### src/rtl/debounce_pkg.sv
// debounce_pkg: shared types and constants for the shared-timer debouncer.
// Holds the arbiter FSM state encoding and the default timer width.

package debounce_pkg;

    // Default width of the shared stability timer and of final_value.
    localparam int DEB_TIMER_BITS_DEFAULT = 18;

    // Arbiter FSM states.
    typedef enum logic [1:0] {
        ST_IDLE   = 2'd0,
        ST_COUNT  = 2'd1,
        ST_COMMIT = 2'd2
    } deb_state_e;

endpackage : debounce_pkg

### src/rtl/deb_shared_timer.sv
// deb_shared_timer: stability counter shared by all debounce channels.
// Counts up from zero while enabled and stops at the latched terminal value,
// so it never wraps. done_o is high while the count equals the terminal value.

module deb_shared_timer
    import debounce_pkg::*;
#(
    parameter int TIMER_BITS = DEB_TIMER_BITS_DEFAULT
) (
    input  logic                  clk,
    input  logic                  reset,
    input  logic                  clear_i,
    input  logic                  enable_i,
    input  logic [TIMER_BITS-1:0] term_i,
    output logic                  done_o
);

    logic [TIMER_BITS-1:0] count_q;
    logic [TIMER_BITS-1:0] count_d;

    assign done_o = (count_q == term_i);

    // Next count: clear wins, otherwise advance until the terminal value.
    always_comb begin
        count_d = count_q;
        if (clear_i) begin
            count_d = '0;
        end else if (enable_i && !done_o) begin
            count_d = count_q + TIMER_BITS'(1);
        end else begin
            count_d = count_q;
        end
    end

    // Count register.
    always_ff @(posedge clk or posedge reset) begin
        if (reset) begin
            count_q <= '0;
        end else begin
            count_q <= count_d;
        end
    end

endmodule : deb_shared_timer

### src/rtl/debounce_timer_arbiter.sv
// debounce_timer_arbiter: N_CH button debouncers sharing one stability timer.
// Channels whose synchronized level differs from their debounced level are
// served one at a time, round-robin, by a small IDLE/COUNT/COMMIT FSM.
// Optional feature: define DEB_EDGE_PULSE_EN to generate one-cycle
// press_pulse/release_pulse strobes; otherwise those ports read constant 0.

module debounce_timer_arbiter
    import debounce_pkg::*;
#(
    parameter int N_CH       = 4,
    parameter int TIMER_BITS = DEB_TIMER_BITS_DEFAULT
) (
    input  logic                    clk,
    input  logic                    reset,
    input  logic [TIMER_BITS-1:0]   final_value,
    input  logic [N_CH-1:0]         noisy,
    output logic [N_CH-1:0]         debounced,
    output logic                    busy,
    output logic [$clog2(N_CH)-1:0] grant_ch,
    output logic [N_CH-1:0]         press_pulse,
    output logic [N_CH-1:0]         release_pulse
);

    localparam int              CH_W    = $clog2(N_CH);
    localparam logic [CH_W-1:0] LAST_CH = CH_W'(N_CH - 1);

    logic [N_CH-1:0]       sync1_q;
    logic [N_CH-1:0]       sync2_q;
    logic [N_CH-1:0]       deb_q;
    logic [N_CH-1:0]       deb_d;
    logic [CH_W-1:0]       grant_q;
    logic [CH_W-1:0]       grant_d;
    logic [CH_W-1:0]       rr_q;
    logic [CH_W-1:0]       rr_d;
    logic [TIMER_BITS-1:0] fv_q;
    logic [TIMER_BITS-1:0] fv_d;
    deb_state_e            state_q;
    deb_state_e            state_d;
    logic                  busy_q;
    logic                  busy_d;

    logic [N_CH-1:0]       mismatch_s;
    logic [CH_W-1:0]       pick_s;
    logic                  pick_valid_s;
    logic [CH_W-1:0]       grant_next_s;
    logic                  tmr_clear_s;
    logic                  tmr_enable_s;
    logic                  tmr_done_s;

    assign mismatch_s   = sync2_q ^ deb_q;
    assign grant_next_s = (grant_q == LAST_CH) ? '0 : grant_q + CH_W'(1);

    // Two-flop synchronizer for every raw button level.
    always_ff @(posedge clk or posedge reset) begin
        if (reset) begin
            sync1_q <= '0;
            sync2_q <= '0;
        end else begin
            sync1_q <= noisy;
            sync2_q <= sync1_q;
        end
    end

    // Round-robin pick: first mismatching channel at or above rr_q, wrapping.
    always_comb begin
        int              cand;
        logic [CH_W-1:0] cand_idx;
        pick_s       = '0;
        pick_valid_s = 1'b0;
        cand         = 0;
        cand_idx     = '0;
        for (int off = 0; off < N_CH; off++) begin
            cand = int'(rr_q) + off;
            if (cand >= N_CH) begin
                cand = cand - N_CH;
            end else begin
                cand = cand;
            end
            cand_idx = CH_W'(cand);
            if (!pick_valid_s && mismatch_s[cand_idx]) begin
                pick_s       = cand_idx;
                pick_valid_s = 1'b1;
            end else begin
                pick_s       = pick_s;
                pick_valid_s = pick_valid_s;
            end
        end
    end

    // FSM next state, timer control and debounced-level update.
    always_comb begin
        state_d      = state_q;
        grant_d      = grant_q;
        rr_d         = rr_q;
        fv_d         = fv_q;
        deb_d        = deb_q;
        tmr_clear_s  = 1'b0;
        tmr_enable_s = 1'b0;
        case (state_q)
            ST_IDLE: begin
                if (pick_valid_s) begin
                    // Terminal value is captured here; later edits wait.
                    grant_d     = pick_s;
                    fv_d        = final_value;
                    tmr_clear_s = 1'b1;
                    state_d     = ST_COUNT;
                end else begin
                    grant_d = '0;
                end
            end
            ST_COUNT: begin
                if (sync2_q[grant_q] == deb_q[grant_q]) begin
                    // Input bounced back: give the timer up, no output change.
                    tmr_clear_s = 1'b1;
                    rr_d        = grant_next_s;
                    grant_d     = '0;
                    state_d     = ST_IDLE;
                end else if (tmr_done_s) begin
                    state_d = ST_COMMIT;
                end else begin
                    tmr_enable_s = 1'b1;
                end
            end
            ST_COMMIT: begin
                deb_d[grant_q] = sync2_q[grant_q];
                rr_d           = grant_next_s;
                grant_d        = '0;
                state_d        = ST_IDLE;
            end
            default: begin
                grant_d = '0;
                state_d = ST_IDLE;
            end
        endcase
        busy_d = (state_d != ST_IDLE);
    end

    // FSM, arbitration and output registers.
    always_ff @(posedge clk or posedge reset) begin
        if (reset) begin
            state_q <= ST_IDLE;
            grant_q <= '0;
            rr_q    <= '0;
            fv_q    <= '0;
            deb_q   <= '0;
            busy_q  <= 1'b0;
        end else begin
            state_q <= state_d;
            grant_q <= grant_d;
            rr_q    <= rr_d;
            fv_q    <= fv_d;
            deb_q   <= deb_d;
            busy_q  <= busy_d;
        end
    end

    deb_shared_timer #(
        .TIMER_BITS (TIMER_BITS)
    ) u_timer (
        .clk      (clk),
        .reset    (reset),
        .clear_i  (tmr_clear_s),
        .enable_i (tmr_enable_s),
        .term_i   (fv_q),
        .done_o   (tmr_done_s)
    );

    assign debounced = deb_q;
    assign busy      = busy_q;
    assign grant_ch  = grant_q;

`ifdef DEB_EDGE_PULSE_EN
    logic [N_CH-1:0] press_q;
    logic [N_CH-1:0] press_d;
    logic [N_CH-1:0] release_q;
    logic [N_CH-1:0] release_d;

    // Strobe direction of a commit that actually flips the stable level.
    always_comb begin
        press_d   = '0;
        release_d = '0;
        if (state_q == ST_COMMIT) begin
            press_d[grant_q]   = sync2_q[grant_q] & ~deb_q[grant_q];
            release_d[grant_q] = ~sync2_q[grant_q] & deb_q[grant_q];
        end else begin
            press_d   = '0;
            release_d = '0;
        end
    end

    // Strobe registers: high in the cycle the new debounced level appears.
    always_ff @(posedge clk or posedge reset) begin
        if (reset) begin
            press_q   <= '0;
            release_q <= '0;
        end else begin
            press_q   <= press_d;
            release_q <= release_d;
        end
    end

    assign press_pulse   = press_q;
    assign release_pulse = release_q;
`else
    assign press_pulse   = '0;
    assign release_pulse = '0;
`endif

endmodule : debounce_timer_arbiter

### config.mk
export PLATFORM = sky130hd
export DESIGN_NAME = debounce_timer_arbiter
export DESIGN_NICKNAME = d
export VERILOG_FILES = /design/src/rtl/debounce_pkg.sv /design/src/rtl/deb_shared_timer.sv /design/src/rtl/debounce_timer_arbiter.sv
export SDC_FILE = /design/constraint.sdc
export NUM_CORES = 1
export LEC_CHECK = 0
export CAP_MARGIN = 20
export CORE_MARGIN = 5
export CORE_UTILIZATION = 50
export CTS_CLUSTER_DIAMETER = 40
export DETAILED_ROUTE_END_ITERATION = 6
export GPL_TIMING_DRIVEN = 0
export HOLD_SLACK_MARGIN = 0.08
export PLACE_DENSITY = 0.74
export SYNTH_ARGS = -nofsm -noshare
export SYNTH_HDL_FRONTEND = slang
export SYNTH_HIERARCHICAL = 1
export SYNTH_SLANG_ARGS = --single-unit
### constraint.sdc
create_clock -name clk -period 3.06 [get_ports clk]
set_clock_uncertainty 0.05 [all_clocks]
set_input_delay 0.459 -clock clk [delete_from_list [all_inputs] [get_ports clk]]
set_output_delay 0.459 -clock clk [all_outputs]
set_load 0.02 [all_outputs]
==> reports/results.tsv, run 1 <==
metric	value	unit
boundaryPins	39	
antennaDiodeCount	0	
power.share.clock	0.184	
power.net_switching	811.0	µW
peakVddDrop	0.3860	mV
max_slew.worst_pin.slew	0.7681	ns
worstSetupPathType	flip-flop to flip-flop	
numCtsBuffers	5	
grt_usage	0.1585	
final_nets	319	
crit_path_max_fanout	10	
synth_edf_count	0	
crit_path_end_kind	flip-flop	
total_wirelength_of_the_detailed_routed_design	5.352	mm
top_reg_cell_synth	dfrtp_1	
cts.repair_timing.setup_buffer_count	0	
total_of_warnings_raised_by_yosys	6	
ctsHtreeMaxLevel	2	
maxSlewViolCount	0	
avg_inst_size_synth	11.39	µm²
final_antenna_net_count	0	
number_of_search_and_repair_iterations_in_the_first_detailed_routing_pass	4	
via_count	1936	
worst_ep_arrival_time	2.96	ns
vias_in_the_first_global_route	1917	
fmax	356.1	MHz
p_comb_frac	0.356	
worst_skew_pair.late_latency	0.31	ns
dp_hpwl	4.033	mm
ys_seq_area_frac	0.4911	
finalCritPeriodShare	0.9177	
cts-root-buf	clkbuf_8	
rsz0062_at_grt	false	
synth_area	2803	µm²
die_height	84.87	µm
async_flop_share	1.000	
die-width	84.87	µm
internal_dissipation	1460	µW
flow.area_growth_from_synthesis	18.26	%
post_drt_via_cell_ratio	5.333	
routabilityCongestion	0.8906	
cts.reportedPaths.clkPinSlew	0.10	ns
cp-start-kind	flip-flop	
power_leakage	0.001414	µW
rows	27	
power_switching_share	0.3572	
grt_antenna_before_repair	0	
grt-ovfl-total	0	
final.setup.tns	0	ns
timing_hold_violations_final	0	
grt_pass1_wl	9.190	mm
synth.ff_latch_count	55	
hold_class	flip-flop to flip-flop	
cts_hold_buf	0	
route.detailed.drc	0	
synth.largest_area_cell	dfrtp_1	
core-area	5473	µm²
cts-root-to-sink-buffers	2	
powerDensity	685.0	nW/µm²
status	complete, no violations	
finalWorstSetupSlack	0.2518	ns
synth_top_area_share	0.4911	
dpl_worst_slack	0.2963	ns
pin_count_of_the_biggest_net_entering_global_routing	38	
floorplan.initialDensity	0.5121	
tritoncts	done	
drt-initial-drc-count	91	
ys_top_cells_by_area	dfrtp_1, mux2_1, xor2_1	
max_cap_violations	0	
drt-wirelength-per-cell	14.74	µm
pwr-share-seq	0.460	
fillCellCount	467	
period_minus_slack	2.808	ns
regToRegSetupSlack	0.25	ns
layout-drive-gt1-share	0.1375	
synth_cell_type_count	43	
die_area	7203	µm²
cts_repair_resize_count	0	
syn-instance-count	246	
relSlewSlack	0.4872	
critical_path_required	3.21	ns
io_buffers	30	
setup_viol	0	
clock_sink_count	55	
[registers in the layout (all words and copies together), names as in the netlist]
name and cells:
fv_q 18, u_timer/count_q 18, debounced 4, grant_ch 2, busy 1, sync1_q 4, state_q 2, rr_q 2
sync2_q 4
[cell usage in the layout (no fill, tap or decap), types with 2 or more instances in the layout]
cell type | netlist | routed
nor2_1 | 9 | 9
mux2_2 | 9 | 9
clkbuf_1 | 3 | 3
xnor2_1 | 6 | 6
nand2_1 | 14 | 14
nand4_1 | 2 | 2
or3_1 | 6 | 6
or4_1 | 6 | 6
nor4_1 | 5 | 5
buf_2 | 4 | 4
inv_6 | 0 | 2
a32o_1 | 2 | 2
nand2b_1 | 2 | 2
nand3_1 | 8 | 8
inv_1 | 8 | 7
or2_1 | 2 | 2
dfrtp_1 | 55 | 55
mux4_1 | 2 | 2
o21ai_0 | 10 | 10
ha_1 | 5 | 5
conb_1 | 1 | 8
xor2_1 | 18 | 18
nor3_1 | 2 | 2
o31ai_1 | 6 | 6
mux2_1 | 18 | 18
clkdlybuf4s50_1 | 0 | 30
buf_4 | 9 | 9
a21oi_1 | 14 | 14
nor2b_1 | 4 | 4
clkbuf_8 | 0 | 5
[per-stage QoR]
stage	utilization	hold WS (ns)	power, µW	area [µm²]	std cells
6_report	0.6056	0.3068	2271	3314	363
4_1_cts	0.6056	0.3110	2298	3314	363
3_5_place_dp	0.5882	0.2847	1873	3219	355
3_3_place_gp	0.5882	0.2814	1851	3219	355
5_1_grt	0.6056	0.3179	2430	3314	363
2_1_floorplan	-	0.2812	1626	2829	253
[worst max-delay path, stage by stage, from the launching register on]
cell and delay (ns):
dfrtp_1 0.48, inv_1 0.15, mux4_2 0.56, nor3b_4 0.26, and2b_1 0.19, o21ai_2 0.09
buf_6 0.15, nor4_1 0.40, mux2_2 0.38
[final cells by class]
| class | count | area (µm²) | area share |
|---|---|---|---|
| Tap cell | 72 | 90.09 | 0.02718 |
| Clock inverter | 3 | 26.28 | 0.007928 |
| Multi-Input combinational cell | 173 | 1313 | 0.3960 |
| Buffer | 17 | 110.1 | 0.03322 |
| Clock buffer | 5 | 68.82 | 0.02076 |
| Timing Repair Buffer | 30 | 300.3 | 0.09060 |
| Sequential cell | 55 | 1376 | 0.4153 |
| Inverter | 8 | 30.03 | 0.009060 |
[logic make-up after synthesis]
group / after synthesis / synth area share
AO/OA/AOI/OAI: 37 / 0.08304
XOR/XNOR: 24 / 0.07500
adder cells (fa/ha/maj): 5 / 0.02232
buffers and inverters: 25 / 0.05000
flip-flops: 55 / 0.4911
multiplexers: 31 / 0.1388
other: 1 / 0.001338
AND/OR/NAND/NOR: 68 / 0.1384
[synthesized netlist by cell type (4+ instances only)]
cell type / number
buf_4: 9
nand2_1: 14
nand3_1: 8
xnor2_1: 6
inv_1: 8
a21oi_1: 14
dfrtp_1: 55
mux2_1: 18
nor2b_1: 4
or3_1: 6
buf_2: 4
mux2_2: 9
or4_1: 6
o21ai_0: 10
nor4_1: 5
xor2_1: 18
ha_1: 5
o31ai_1: 6
nor2_1: 9
[path summary, 6_finish.rpt]
check | startpoint | endpoint | cells past startpoint
setup / recovery | grant_ch[1] | u_timer/count_q[17] | 8
hold / removal | sync1_q[1] | sync2_q[1] | 0
setup reg to reg | grant_ch[1] | u_timer/count_q[17] | 8
hold reg to reg | sync1_q[1] | sync2_q[1] | 0
max in group asynchronous | reset | fv_q[6] | 2
min in group asynchronous | reset | u_timer/count_q[16] | 2
[power by group through the flow]
stage	Combinational [µW]	Clock, µW	Sequential, µW
4_1_cts	817	434	1050
3_5_place_dp	811	0	1060
2_1_floorplan	589	0	1040
3_3_place_gp	798	0	1050
6_report	808	419	1040
5_1_grt	899	459	1070
[layer usage]
layer / share of wire / global-route usage / vias up
li1: - / - / 942
met1: 0.46 / 0.2173 / 927
met2: 0.46 / 0.2456 / 61
met3: 0.064 / 0.04175 / 6
met4: 0.016 / 0.05324 / 0
met5: 0 / 0 / -
Note: power is estimated with default switching activity, not from simulation.
==> run 2: changes to the inputs <==
Settings changed: RECOVER_POWER from default to 25, TNS_END_PERCENT from default to 100.
==> reports/results.tsv, run 2 (synthesis results as in run 1) <==
metric	value	unit	change
status	complete, no violations		unchanged
relSlewSlack	0.06679		was 0.4872
io_buffers	30		unchanged
post_drt_via_cell_ratio	5.333		unchanged
period_minus_slack	2.808	ns	unchanged
powerDensity	684.6	nW/µm²	was 685.0 nW/µm²
dpl_worst_slack	0.2963	ns	unchanged
worst_skew_pair.late_latency	0.31	ns	about the same
cts.repair_timing.setup_buffer_count	0		unchanged
peakVddDrop	0.3860	mV	about the same
fillCellCount	467		unchanged
worst_hold_path.num_cells	0		unchanged
finalWorstSetupSlack	0.2518	ns	unchanged
final_nets	319		unchanged
core-area	5473	µm²	unchanged
final.setup.tns	0	ns	unchanged
finish.cell_count_without_fillers	363		unchanged
ctsHtreeMaxLevel	2		unchanged
clock_sink_count	55		unchanged
timing.hold.worst.start	sync1_q[1]		unchanged
grt_usage	0.1585		unchanged
maxSlewViolCount	0		unchanged
cts-root-to-sink-buffers	2		unchanged
biggestRegsByFlops	fv_q x18, u_timer/count_q x18		unchanged
worstReg2RegEnd	u_timer/count_q[17]		unchanged
timing_hold_violations_final	0		unchanged
fin_hold_ws	0.3068	ns	unchanged
multiInputGateArea	1313	µm²	unchanged
worst_ep_arrival_time	2.96	ns	about the same
die-width	84.87	µm	unchanged
route.detailed.drc	0		unchanged
depth_of_the_worst_register_to_register_path	8		unchanged
setup_viol	0		unchanged
critical_path_required	3.21	ns	about the same
hold_class	flip-flop to flip-flop		unchanged
antennaDiodeCount	0		unchanged
finish.instance_area	3314	µm²	unchanged
pin_count_of_the_biggest_net_entering_global_routing	38		unchanged
layout.area.seq	1376	µm²	unchanged
power_leakage	0.001417	µW	was 0.001414 µW
drt-initial-drc-count	91		unchanged
die_height	84.87	µm	unchanged
drt-wirelength-per-cell	14.74	µm	about the same
grt_antenna_before_repair	0		unchanged
total_wirelength_of_the_detailed_routed_design	5.351	mm	was 5.352 mm
dp_hpwl	4.033	mm	unchanged
number_of_search_and_repair_iterations_in_the_first_detailed_routing_pass	4		unchanged
grt_pass1_wl	9.190	mm	unchanged
tritoncts	done		unchanged
worstSetupPathType	flip-flop to flip-flop		unchanged
layout-drive-gt1-share	0.1340		was 0.1375
rows	27		unchanged
rsz0062_at_grt	false		unchanged
post_dp_cell_area	3219	µm²	unchanged
fmax	356.1	MHz	unchanged
numCtsBuffers	5		unchanged
regToRegSetupSlack	0.25	ns	about the same
floorplan.initialDensity	0.5121		unchanged
dpl.cell_count	355		unchanged
vias_in_the_first_global_route	1917		unchanged
max_slew.worst_pin.slew	1.398	ns	was 0.7681 ns
boundaryPins	39		unchanged
cts_repair_resize_count	0		unchanged
finalCritPeriodShare	0.9177		unchanged
cts_hold_buf	0		unchanged
cp-start-kind	flip-flop		unchanged
leading_cell_types_in_the_layout_fill_and_taps_excluded	dfrtp_1, clkdlybuf4s50_1, mux2_1, xor2_1		unchanged
mostFrequentLayoutCell	dfrtp_1		unchanged
cts-root-buf	clkbuf_8		unchanged
worstReg2RegStart	grant_ch[1]		unchanged
hold_worst_path_end	sync2_q[1]		unchanged
cts.reportedPaths.clkPinSlew	0.10	ns	about the same
max_cap_violations	0		unchanged
grt-ovfl-total	0		unchanged
crit_path_end_kind	flip-flop		unchanged
routabilityCongestion	0.8906		unchanged
flow.area_growth_from_synthesis	18.26	%	unchanged
crit_path_max_fanout	10		unchanged
final_antenna_net_count	0		unchanged
die_area	7203	µm²	unchanged
via_count	1936		unchanged
[run 2: changes by cell type in the layout (fill, tap and decap cells not counted)]
cell | previous run | this run
clkdlybuf4s50_1 | 30 | 25
dlygate4sd3_1 | 0 | 5
inv_1 | 7 | 8
inv_2 | 1 | 0
[run 2: worst max-delay path by stage]
stage	start	endpoint	slack [ns]	depth (start not counted)
after CTS	debounced[0]	u_timer/count_q[17]	0.28	8
after global placement	grant_ch[1]	u_timer/count_q[17]	0.32	8
final	grant_ch[1]	u_timer/count_q[17]	0.25	8
after detailed placement	grant_ch[1]	u_timer/count_q[17]	0.30	8
after global routing	debounced[1]	u_timer/count_q[2]	0.13	7
after floorplan	debounced[0]	u_timer/count_q[17]	0.52	8
[run 2: metrics by stage]
stage / total power [µW] / utilization
floorplan: 1626 / -
global placement: 1851 / 0.5882
detailed placement: 1873 / 0.5882
CTS: 2298 / 0.6056
global route: 2429 / 0.6056
finish: 2269 / 0.6056
[run 2: report_power, final]
group | total (µW) | leakage (µW) | switching [µW] | internal (µW)
Sequential | 1040 | 0.000695 | 145 | 898
Clock | 419 | 0.0000491 | 250 | 169
Combinational | 807 | 0.000672 | 416 | 391
Total | 2270 | 0.00142 | 811 | 1460
[run 2: final cells by class]
type,instances,area share
buffer,17,0.03322
clock buffer,5,0.02076
clock inverter,3,0.007928
inverter,8,0.009060
multi-input combinational,173,0.3960
sequential,55,0.4153
tap,72,0.02718
timing repair buffer,30,0.09060
[run 2: routing by layer]
| metal | share of wire | track usage |
|---|---|---|
| met2 | 0.46 | 0.2456 |
| met1 | 0.46 | 0.2173 |
| met4 | 0.016 | 0.05324 |
| met3 | 0.064 | 0.04175 |
| met5 | 0 | 0 |
[run 2: worst max-delay path: stages, from the launching register on]
cell,delay [ns]
dfrtp_1,0.48
inv_1,0.15
mux4_2,0.56
nor3b_4,0.26
and2b_1,0.19
o21ai_2,0.09
buf_6,0.15
nor4_1,0.40
mux2_2,0.38
